`config.mk`:
```
export PLATFORM = sky130hd
export DESIGN_NAME = dmem_write_buffer
export DESIGN_NICKNAME = d
export VERILOG_FILES = /design/src/rtl/dmem_write_buffer.sv
export SDC_FILE = /design/constraint.sdc
export NUM_CORES = 1
export LEC_CHECK = 0
export BUFFER_PORTS_ARGS = -buffer_cell sky130_fd_sc_hd__clkbuf_2
export CAP_MARGIN = 20
export CORE_UTILIZATION = 30
export DETAILED_ROUTE_END_ITERATION = 6
export MAX_ROUTING_LAYER = met4
export PLACE_DENSITY = 0.49
export SLEW_MARGIN = 20
export SYNTH_ARGS = -nofsm -noshare
export SYNTH_HDL_FRONTEND = slang
export SYNTH_SLANG_ARGS = --single-unit
```
`constraint.sdc`:
```
create_clock -name clk -period 9.03 [get_ports clk]
set_clock_uncertainty 0.15 [all_clocks]
set_input_delay 2.2575 -clock clk [delete_from_list [all_inputs] [get_ports clk]]
set_output_delay 2.2575 -clock clk [all_outputs]
set_load 0.05 [all_outputs]
```
`src/rtl/dmem_write_buffer.sv`:
```
// dmem_write_buffer: posted-write store buffer between the CPU data-memory
// port and a single-port data RAM.
//
// Stores are queued in a small circular FIFO. They drain to RAM in any cycle
// in which the port is not needed by a load. Loads complete combinationally
// in the same cycle they are presented.
//
// Build option: define WBUF_FWD_EN to forward data from the youngest matching
// pending store to the load. A forwarded load never stalls.
// Without WBUF_FWD_EN, a load that matches a pending store stalls. The buffer
// then drains until no match remains, and the load completes from RAM.
module dmem_write_buffer #(
  parameter int DEPTH = 4,
  parameter int AW    = 32,
  parameter int DW    = 32
) (
  input  logic          clk,
  input  logic          rst,
  input  logic          cpu_we,
  input  logic [AW-1:0] cpu_waddr,
  input  logic [DW-1:0] cpu_wdata,
  input  logic          cpu_re,
  input  logic [AW-1:0] cpu_raddr,
  output logic [DW-1:0] cpu_rdata,
  output logic          cpu_stall,
  output logic [AW-1:0] ram_addr,
  output logic [DW-1:0] ram_wdata,
  output logic          ram_we,
  output logic          ram_re,
  input  logic [DW-1:0] ram_rdata,
  output logic          buf_empty
);

  localparam int PW = (DEPTH > 1) ? $clog2(DEPTH) : 1;
  localparam int CW = PW + 1;
  localparam logic [CW-1:0] FULL_COUNT = CW'(DEPTH);

  // Entry storage. Contents are only meaningful between rd_ptr and count,
  // so the array itself carries no reset.
  logic [AW-1:0] entry_addr [DEPTH];
  logic [DW-1:0] entry_data [DEPTH];

  logic [PW-1:0] wr_ptr;
  logic [PW-1:0] rd_ptr;
  logic [CW-1:0] count;

  logic          buf_full;
  logic          match_hit;
  logic [PW-1:0] scan_idx;
`ifdef WBUF_FWD_EN
  logic [DW-1:0] match_data;
`endif
  logic          load_ram;
  logic          load_stall;
  logic          store_stall;
  logic          drain;
  logic          enq;

  assign buf_full  = (count == FULL_COUNT);
  assign buf_empty = (count == '0);

  // Scan the valid entries from oldest to youngest. A later hit overwrites
  // an earlier one, so the surviving match is the youngest pending store.
  always_comb begin
    match_hit  = 1'b0;
    scan_idx   = '0;
`ifdef WBUF_FWD_EN
    match_data = '0;
`endif
    for (int k = 0; k < DEPTH; k++) begin
      scan_idx = rd_ptr + PW'(k);
      if ((CW'(k) < count) && (entry_addr[scan_idx] == cpu_raddr)) begin
        match_hit  = 1'b1;
`ifdef WBUF_FWD_EN
        match_data = entry_data[scan_idx];
`endif
      end
    end
  end

  // A load uses the RAM port only when no pending store holds its address.
  // Without forwarding, such a load must wait for the matching stores to drain.
  // Everything is gated by rst so the RAM is quiet while reset is held.
`ifdef WBUF_FWD_EN
  assign load_stall = 1'b0;
`else
  assign load_stall = rst && cpu_re && match_hit;
`endif
  assign load_ram    = rst && cpu_re && !match_hit;
  assign store_stall = rst && cpu_we && buf_full;
  assign cpu_stall   = store_stall || load_stall;
  assign drain       = rst && !load_ram && !buf_empty;
  assign enq         = rst && cpu_we && !cpu_stall;

  // RAM port arbitration: a RAM load has priority, then a head-of-queue drain.
  // Otherwise the port is idle with all outputs at zero.
  always_comb begin
    ram_addr  = '0;
    ram_wdata = '0;
    ram_we    = 1'b0;
    ram_re    = 1'b0;
    if (load_ram) begin
      ram_re   = 1'b1;
      ram_addr = cpu_raddr;
    end else if (drain) begin
      ram_we    = 1'b1;
      ram_addr  = entry_addr[rd_ptr];
      ram_wdata = entry_data[rd_ptr];
    end
  end

  // Load data: forwarded store data, RAM data, or zero when no load completes.
  always_comb begin
    cpu_rdata = '0;
`ifdef WBUF_FWD_EN
    if (rst && cpu_re && match_hit) begin
      cpu_rdata = match_data;
    end else if (load_ram) begin
      cpu_rdata = ram_rdata;
    end
`else
    if (load_ram) begin
      cpu_rdata = ram_rdata;
    end
`endif
  end

  // Capture an accepted store into the slot at the write pointer.
  always_ff @(posedge clk) begin
    if (enq) begin
      entry_addr[wr_ptr] <= cpu_waddr;
      entry_data[wr_ptr] <= cpu_wdata;
    end
  end

  // Pointer and occupancy bookkeeping. Pointers wrap naturally because DEPTH
  // is a power of two. A simultaneous enqueue and drain leaves count unchanged.
  always_ff @(posedge clk or negedge rst) begin
    if (!rst) begin
      wr_ptr <= '0;
      rd_ptr <= '0;
      count  <= '0;
    end else begin
      if (enq) begin
        wr_ptr <= wr_ptr + PW'(1);
      end
      if (drain) begin
        rd_ptr <= rd_ptr + PW'(1);
      end
      case ({enq, drain})
        2'b10:   count <= count + CW'(1);
        2'b01:   count <= count - CW'(1);
        default: count <= count;
      endcase
    end
  end

endmodule

```
==> summary.txt <==
Run status
  – Status: complete, no violations

Layout
  – Share of layout cells above drive strength 1: approximately 37%
  – Number of fill cells in the layout: ~5000
  – Synth-to-Final Area Change: 18.8%
  – Reg area: 7870 um2
  – Post-Layout Cell Count: 1947
  – Nets: 1389
  – Footprint of the multi-input gates: between 6000 and 7000 um2

Clocking
  – CTS Buf Count: 35
  – Post-CTS setup buffer count: 0
  – Post-CTS Hold Fix Bufs: 0
  – Post_cts resized: 0
  – H-tree Lvls: 2
  – CTS tree: done
  – Clk sinks: 263
  – Max clock buf depth: 3
  – Clock-pin slew on the worst setup and hold paths: ~0.05 ns
  – CTS root buffer: clkbuf_16
  – Clk_lat worst skew: 0.54 ns

Pwr
  – Switching power: 2110 uW
  – Combinational Power Share: 45.1%
  – Sequential power share: 30.6%
  – P_leak: 0.00660 uW
  – Pint: about 3400 uW
  – Sw Share: between 30% and 40%
  – Max VDD drop: 0.165 mV
  – Clock group share of total power: 24.3%
  – Pwr dens: 299 nW/um2

STA
  – Final setup viols: 0
  – Fin. Hold Viols: 0
  – RSZ-0062 raised after global routing: false
  – Setup TNS after final layout: 0 ns
  – Max Fclk: 124 MHz
  – Period utilisation layout: 89.0%
  – Worst Tran Pin Value: 1.02 ns
  – Fin. max-slew vios: 0
  – Min Tclk post-route: between 8 and 9 ns
  – Worst slew margin: between 30% and 40%

Placed design
  – HPWL after detailed placement: 32.8 mm
  – Port bufs: 231
  – Final Wtd Congestion: approximately 0.94
  – Placed insts: 1883

Worst setup path
  – Startpoint Class: input port
  – Crit path max fanout: 60
  – Element type at the critical path end: output port
  – WS Path Type: in2out
  – Data required, critical path: 6.62 ns
  – Critical Path AT: 5.63 ns

GRT
  – Antenna violations before repair: 6
  – Global Route Usage Sum: 18.1%
  – Global route total overflow: 0
  – Number of global-route vias before repair: 10164
  – First-pass GRT wire length: 68.0 mm
  – Pin count of the biggest net entering global routing: 65

Die
  – Initial core utilization: 30.5%
  – FP Rows: 82
  – Core ar.: 50300 um2
  – Die Footprint: 52100 um2
  – Chip width: 228 um
  – IO Pins: 232
  – Die height: 228 um

Routing
  – DR WL met3: 2.72 mm
  – # DRC: 0
  – Initial DRT Pass Iterations: 5
  – Final WL: 46.0 mm
  – Avg WL per Cell: about 24 um
  – DRT antenna net count: 0
  – DR vias/cell: approximately 5.2
  – Vias: just over 10000
  – Met2 wire length: 21.4 mm
  – M1 WL: approximately 21 mm
  – DR top layer: met4
  – DR iter-0 viols: 918

Synth
  – Synthesized flop and latch total: 263
  – Seq/Total Area, Yosys: 51.2%
  – Syn Nets: about 1200
  – Number of synthesized flops with an enable pin: 256
  – Prevailing post-synth register cell: edfxtp_1
  – Dominant cells by area after synthesis: edfxtp_1 50%, mux4_2 17%, xnor2_1 5.6%
  – Yosys top cell by area: edfxtp_1
  – Syn. warnings: 0
  – Cell count after synthesis: approximately 1100
  – Asr flop ratio synth: 2.66%
  – Post-synth top area share: 50.1%
  – Synth Area per Inst: between 10 and 15 um2
  – Yosys cell types: 67
  – Synthesized cell area: 15400 um2

Worst hold path
  – Hold crit path type: reg2reg

Flow run
  – MaxCap Viol Count: 0
-- layout make-up --
| cell class | count | area share, % |
|---|---|---|
| antenna | 6 | 0.0823 |
| clock buffer | 44 | 5.10 |
| clock inverter | 14 | 0.892 |
| inverter | 31 | 0.638 |
| sequential | 263 | 43.1 |
| timing repair buffer | 262 | 7.89 |
| tap | 672 | 4.61 |
| multi-input combinational | 655 | 37.7 |
-- state kept, by name, summed over array words and instances, names as in the netlist --
signal	cells
entry_data	128
count	3
wr_ptr	2
rd_ptr	2
entry_addr	128
-- path summary, 6_finish.rpt --
path,startpoint,to,slack [ns],cells after the start
setup / recovery,cpu_raddr[27],ram_addr[8],0.99,10
hold / removal,wr_ptr[1],wr_ptr[1],0.46,2
setup reg to reg,rd_ptr[0],entry_addr[2][20],3.32,12
hold reg to reg,wr_ptr[1],wr_ptr[1],0.46,2
max in group asynchronous,rst,rd_ptr[1],6.91,2
min in group asynchronous,rst,rd_ptr[0],1.56,2
-- synth_stat cells (all sizes together) (12+ instances only) --
cell type,count
inv,30
and2,40
mux2i,76
xor2,13
clkbuf,45
mux4,113
o31ai,18
o21ai,12
nor3b,37
buf,57
xnor2,98
edfxtp,256
nand2,28
mux2,22
nand4,39
nor2,18
-- stage by stage --
step | total power [uW] | utilization [%] | setup slack (ns) | hold slack, ns | area [um2]
global route | 5730 | 36.3 | 0.663 | 0.491 | 18200
global placement | 4180 | 34.1 | 1.14 | 0.441 | 17100
detailed placement | 4180 | 34.1 | 1.08 | 0.448 | 17100
floorplan | 3550 | - | -0.187 | 0.381 | 15400
CTS | 5540 | 36.3 | 1.05 | 0.456 | 18200
finish | 5460 | 36.3 | 0.995 | 0.462 | 18200
-- worst max-delay path, cell delays in order --
cell and delay, ns:
clkbuf_2 0.16, inv_1 0.10, a221oi_1 0.30, a31o_2 0.20, nand4_1 0.08, or4_1 0.56
o41a_1 0.44, and3_4 0.45, o31ai_1 0.67, clkbuf_2 0.39
-- cell families (layout without fill, tap and decap cells) --
logic type / count (synthesis) / in the layout / share of synthesized area, %
multiplexers: 211 / 211 / 23.3
buffers and inverters: 133 / 351 / 4.25
flip-flops: 263 / 263 / 51.2
XOR/XNOR: 111 / 111 / 6.33
AND/OR/NAND/NOR: 217 / 217 / 8.78
adder cells (fa/ha/maj): 9 / 9 / 0.734
other: 0 / 6 / 0
AO/OA/AOI/OAI: 107 / 107 / 5.34
-- power groups by stage --
stage / sequential (uW) / combinational [uW] / clock, uW
after floorplan: 1580 / 1970 / 0
after global placement: 1690 / 2490 / 0
after detailed placement: 1700 / 2490 / 0
after CTS: 1670 / 2500 / 1370
after global routing: 1700 / 2630 / 1410
final: 1670 / 2460 / 1330
-- layer usage --
layer	up-vias	track usage, %
met5	-	-
met4	0	6.04
met3	67	3.18
met2	330	27.8
met1	5213	24.2
li1	4564	-
-- layout by cell type, fill, tap and decap left out, drive strengths merged, types with 22 or more instances in the layout --
master  count
and2       40
buf        31
clkbuf    275
edfxtp    256
inv        31
mux2       22
mux2i      76
mux4      113
nand2      28
nand4      39
nor3b      37
xnor2      98
Power figures use the tool's default switching activity.
